`src/rtl/phase_monitor.sv`:
```
// Stepper coil phase monitor: tracks step direction, position and step counts, flags faults.
// Optional stall detection is built only when PHASE_MONITOR_STALL_EN is defined.
module phase_monitor #(
    parameter int unsigned STALL_LIMIT = 16
) (
    input  logic        CLK,
    input  logic        nReset,
    input  logic [3:0]  Phase,
    input  logic        Clear,
    output logic        Dir,
    output logic [11:0] Position,
    output logic [9:0]  FwdSteps,
    output logic [9:0]  RevSteps,
    output logic        DirChange,
    output logic        Stall,
    output logic        Fault
);

    typedef enum logic [1:0] {IDLE, TRACK, FAULT} state_t;

    state_t      state_q;
    logic [3:0]  phase_q;
    logic        dir_q;
    logic [11:0] pos_q;
    logic [9:0]  fwd_q;
    logic [9:0]  rev_q;
    logic        dchg_q;
    logic        fault_q;
    logic        stepped_q;   // a step has been counted since leaving IDLE

    logic        onehot_d;
    logic [3:0]  fwd_nxt_d;
    logic [3:0]  rev_nxt_d;
    logic        fwd_step_d;
    logic        rev_step_d;

    always_comb begin
        onehot_d   = (Phase != 4'd0) && ((Phase & (Phase - 4'd1)) == 4'd0);
        // Forward order 1->8->4->2->1 is a rotate right of the coil word
        fwd_nxt_d  = {phase_q[0], phase_q[3:1]};
        rev_nxt_d  = {phase_q[2:0], phase_q[3]};
        fwd_step_d = (state_q == TRACK) && !Clear && onehot_d && (Phase == fwd_nxt_d);
        rev_step_d = (state_q == TRACK) && !Clear && onehot_d && (Phase == rev_nxt_d);
    end

    always_ff @(posedge CLK or negedge nReset) begin
        if (!nReset) begin
            state_q   <= IDLE;
            phase_q   <= 4'd0;
            dir_q     <= 1'b0;
            pos_q     <= 12'd0;
            fwd_q     <= 10'd0;
            rev_q     <= 10'd0;
            dchg_q    <= 1'b0;
            fault_q   <= 1'b0;
            stepped_q <= 1'b0;
        end else if (Clear) begin
            state_q   <= IDLE;
            phase_q   <= 4'd0;
            dir_q     <= 1'b0;
            pos_q     <= 12'd0;
            fwd_q     <= 10'd0;
            rev_q     <= 10'd0;
            dchg_q    <= 1'b0;
            fault_q   <= 1'b0;
            stepped_q <= 1'b0;
        end else begin
            dchg_q <= 1'b0;
            case (state_q)
                IDLE: begin
                    if (onehot_d) begin
                        phase_q <= Phase;
                        state_q <= TRACK;
                    end else begin
                        state_q <= FAULT;
                        fault_q <= 1'b1;
                    end
                end
                TRACK: begin
                    if (fwd_step_d) begin
                        phase_q   <= Phase;
                        pos_q     <= pos_q + 12'd1;
                        if (fwd_q != 10'h3FF) fwd_q <= fwd_q + 10'd1;
                        dchg_q    <= stepped_q && dir_q;
                        dir_q     <= 1'b0;
                        stepped_q <= 1'b1;
                    end else if (rev_step_d) begin
                        phase_q   <= Phase;
                        pos_q     <= pos_q - 12'd1;
                        if (rev_q != 10'h3FF) rev_q <= rev_q + 10'd1;
                        dchg_q    <= stepped_q && !dir_q;
                        dir_q     <= 1'b1;
                        stepped_q <= 1'b1;
                    end else if (Phase != phase_q) begin
                        // Non-one-hot word or a two-position jump
                        state_q <= FAULT;
                        fault_q <= 1'b1;
                    end
                end
                default: begin
                    state_q <= FAULT;
                    fault_q <= 1'b1;
                end
            endcase
        end
    end

`ifdef PHASE_MONITOR_STALL_EN
    localparam logic [7:0] LIM = 8'(STALL_LIMIT);

    logic [7:0] scnt_q;
    logic [7:0] scnt_d;
    logic       stall_q;
    logic       hold_d;

    always_comb begin
        hold_d = (state_q == TRACK) && (Phase == phase_q);
        scnt_d = scnt_q;
        if (Clear || fwd_step_d || rev_step_d) scnt_d = 8'd0;
        else if (hold_d && scnt_q < LIM)       scnt_d = scnt_q + 8'd1;
    end

    always_ff @(posedge CLK or negedge nReset) begin
        if (!nReset) begin
            scnt_q  <= 8'd0;
            stall_q <= 1'b0;
        end else begin
            scnt_q  <= scnt_d;
            stall_q <= (scnt_d >= LIM);
        end
    end

    assign Stall = stall_q;
`else
    assign Stall = 1'b0;
`endif

    assign Dir       = dir_q;
    assign Position  = pos_q;
    assign FwdSteps  = fwd_q;
    assign RevSteps  = rev_q;
    assign DirChange = dchg_q;
    assign Fault     = fault_q;

endmodule

```
`config.mk`:
```
export PLATFORM = sky130hd
export DESIGN_NAME = phase_monitor
export DESIGN_NICKNAME = d
export VERILOG_FILES = /design/src/rtl/phase_monitor.sv
export SDC_FILE = /design/constraint.sdc
export NUM_CORES = 1
export LEC_CHECK = 0
export ABC_CLOCK_PERIOD_IN_PS = 6000
export CORE_UTILIZATION = 55
export DETAILED_ROUTE_END_ITERATION = 16
export DONT_BUFFER_PORTS = 1
export GPL_TIMING_DRIVEN = 0
export PLACE_DENSITY = 0.66
export SLEW_MARGIN = 20
export SYNTH_ARGS = -nofsm -noshare
export SYNTH_HDL_FRONTEND = slang
export SYNTH_SLANG_ARGS = --single-unit
export TNS_END_PERCENT = 30
```
`constraint.sdc`:
```
create_clock -name CLK -period 6 [get_ports CLK]
set_input_delay 0.9 -clock CLK [delete_from_list [all_inputs] [get_ports CLK]]
set_output_delay 0.9 -clock CLK [all_outputs]
set_load 0.02 [all_outputs]
```
==> flow_metrics.tcl <==
set metrics [dict create \
    layout-drive-gt1-share 0.102 \
    async_flop_share 1.00 \
    tightest_slew_ns 0.513 \
    die_h_um 71.1 \
    grt_first_pass_wirelength_mm 8.83 \
    cts-root-buf "clkbuf_8" \
    path_buf_inv 1 \
    rows 24 \
    fp.dieW_um 71.1 \
    synth_edf_count 0 \
    max_slew_margin 0.658 \
    period_needed_ns 3.62 \
    hold_violations 0 \
    register_area_mm2 0.00105 \
    ys_seq_elements 42 \
    grt-ovfl-total 0 \
    drv_cap 0 \
    crit_path_max_fanout 12 \
    vias 1911 \
    power.leakage_nw 1.23 \
    hpwl_mm 3.60 \
    antenna_cells 0 \
    dieArea_mm2 0.00505 \
    routed_via_density 5.84 \
    pre_cts_slack_ns 2.08 \
    drtAntennaViolNets 0 \
    cpPeakStageDelay_ns 0.48 \
    worst_path_most_repeated_cell "o21ai_1" \
    drt_pass1_iterations 12 \
    ys_warn_count 0 \
    netlist_area_mm2 0.00263 \
    port_buffers 0 \
    route.detailed.drc 3 \
    io-pin-count 43 \
    clockBufferDepth 2 \
    fin_tns_setup_ns 0 \
    totalWireLength_mm 5.12 \
    grt_usage 0.225 \
    multi_input_area_mm2 0.00147 \
    cts_buffers 5 \
    hold_buffers 0 \
    violations "design-rule violations" \
    layout.nets 294 \
    cp_top_family "simple AND/OR/NAND/NOR gates" \
    area_delta_synth_final_pct 5.77 \
    setup_slack_ns 2.38 \
    p_per_area_mw_per_mm2 189 \
    rsz0062_at_grt "no" \
    critPathLaunchType "input pin" \
    synthesis.nets 287 \
    first_global_vias 1839 \
    worstHoldPathType "in -> async" \
    finalSetupViolations 0 \
    synth_flop_cell "dfrtp_1" \
    path_cells "buf_6 -> xor2_1 -> nor4_4 -> nand3_2 -> ha_1 -> o211ai_1 -> o21ai_1 -> o221ai_1 -> a311oi_1 -> xnor2_1 -> or3_1 -> o21ai_1" \
    wl_per_cell_um 15.7 \
    ir_drop_mv 0.123 \
    clk_pin_slew_ns 0.08 \
    critPathCaptureType "flop" \
    cts_setup_buffers 0 \
    clkLatencyLatePin_ns 0.29 \
    core-area_mm2 0.00447 \
    cts_resized 0 \
    h-tree-depth 2 \
    slew_violations 0 \
    status "finished with violations" \
    synthCells 267 \
    cts_tree "done" \
    period_share 0.603 \
    antenna_found_initial 0 \
    cp.required_ns 6.22 \
    drtIter0Drc 75 \
    grt_max_degree 43 \
    ys_seq_area_frac 0.400 \
    finClkSkew_ns 0.00709 \
    worstSetupPathType "in -> reg" \
    clock-sinks 42 \
    gp_congestion 0.804 \
    slowest_stage "ha_1" \
    initial_utilization 0.587 \
    yosysUniqueCellTypes 52 \
    fillers 390 \
    syn_area_per_cell_um2 9.83 \
    arrival_ns 3.84 \
    max_freq_mhz 276 \
]
==> power breakdown <==
part	internal (W)	total (W)	switching [W]	leakage, nW
registers	0.000288	0.000296	0.00000814	0.578
logic	0.0000224	0.0000516	0.0000292	0.610
clock network	0.0000821	0.000178	0.0000963	0.0452
total	0.000392	0.000526	0.000134	1.23
==> area by class of cell <==
| type | instances | share of cell area |
|---|---|---|
| multi-input cells | 205 | 0.531 |
| flip-flops and latches | 42 | 0.379 |
| clock buffers | 6 | 0.0261 |
| plain buffers | 11 | 0.0234 |
| well taps | 52 | 0.0234 |
| inverters | 9 | 0.0126 |
| clock inverters | 2 | 0.00496 |
==> cells in the final DEF (no fill, tap or decap), types with 3 or more instances in the layout <==
cell type	n
nor2_1	24
clkbuf_1	7
nand2_1	14
o21ai_0	18
mux2_1	4
xor2_1	27
nor2b_1	6
ha_1	12
nand3_1	4
or3_1	3
and2_1	3
inv_1	8
o21a_1	4
nor3_2	4
and3_1	7
nand4_1	8
nand3b_1	11
dfrtp_1	42
a21oi_1	11
xnor2_1	8
a21o_1	3
clkbuf_8	5
==> path summary, 6_finish.rpt <==
kind | depth (start not counted) | from | end | slack, ns
max | 12 | Phase[1] | Position[11] | 2.38
min | 0 | nReset | Dir | 0.29
max reg2reg | 11 | phase_q[2] | Position[11] | 2.65
min reg2reg | 1 | stepped_q | DirChange | 0.53
max in group asynchronous | 0 | nReset | Position[6] | 5.62
min in group CLK | 1 | stepped_q | DirChange | 0.53
==> synth_stat cells, types with 2 or more instances <==
library cell,number,area share
and3_1,7,0.017
nor4_4,2,0.016
o21ai_0,18,0.034
nand3_2,2,0.0076
o21a_1,4,0.011
nand4_1,8,0.019
a21o_1,3,0.0086
o31a_1,2,0.0067
nor2b_1,6,0.014
mux2_1,4,0.017
and2_1,3,0.0072
nand3b_1,11,0.031
xor2_1,27,0.090
buf_4,2,0.0057
o31ai_1,2,0.0057
nor3_2,4,0.015
o21ai_1,2,0.0038
clkbuf_1,6,0.0086
a21oi_1,11,0.021
nor2_1,24,0.034
nand2b_1,2,0.0048
or3_1,3,0.0072
dfrtp_1,42,0.40
nand2_1,14,0.020
inv_1,8,0.011
ha_1,12,0.057
nor3_1,2,0.0038
buf_6,2,0.0086
nand3_1,4,0.0076
xnor2_1,8,0.027
==> stage by stage <==
stage / cell area, um2 / util / hold slack (ns) / power, W / cells
2_1_floorplan: 2630 / - / 0.477 / 0.000344 / 267
3_3_place_gp: 2690 / 0.601 / 0.516 / 0.000352 / 319
3_5_place_dp: 2690 / 0.601 / 0.510 / 0.000353 / 319
4_1_cts: 2780 / 0.621 / 0.285 / 0.000534 / 327
5_1_grt: 2780 / 0.621 / 0.270 / 0.000550 / 327
6_report: 2780 / 0.621 / 0.293 / 0.000526 / 327
==> metal layers <==
layer	share of wire	up-vias	GRT usage	wire length, um
li1	-	950	-	-
met1	0.47	908	0.302	2430
met2	0.46	48	0.356	2350
met3	0.058	5	0.0670	299
met4	0.0090	0	0.0644	46
met5	0	-	0	0
==> state kept, by name (all words and copies together) (netlist names), 2 cells and up <==
| name | count |
|---|---|
| Position | 12 |
| RevSteps | 10 |
| state_q | 2 |
| FwdSteps | 10 |
| phase_q | 4 |
==> cell families (layout without fill, tap and decap cells) <==
logic type | Yosys count | count (layout) | synth area share
buffers and inverters | 20 | 28 | 0.0381
AO/OA/AOI/OAI | 54 | 54 | 0.136
other | 1 | 1 | 0.00143
multiplexers | 5 | 5 | 0.0214
XOR/XNOR | 35 | 35 | 0.117
AND/OR/NAND/NOR | 97 | 97 | 0.221
flip-flops | 42 | 42 | 0.400
adder cells (fa/ha/maj) | 13 | 13 | 0.0648
No activity file was read; power rests on OpenSTA's default activity.
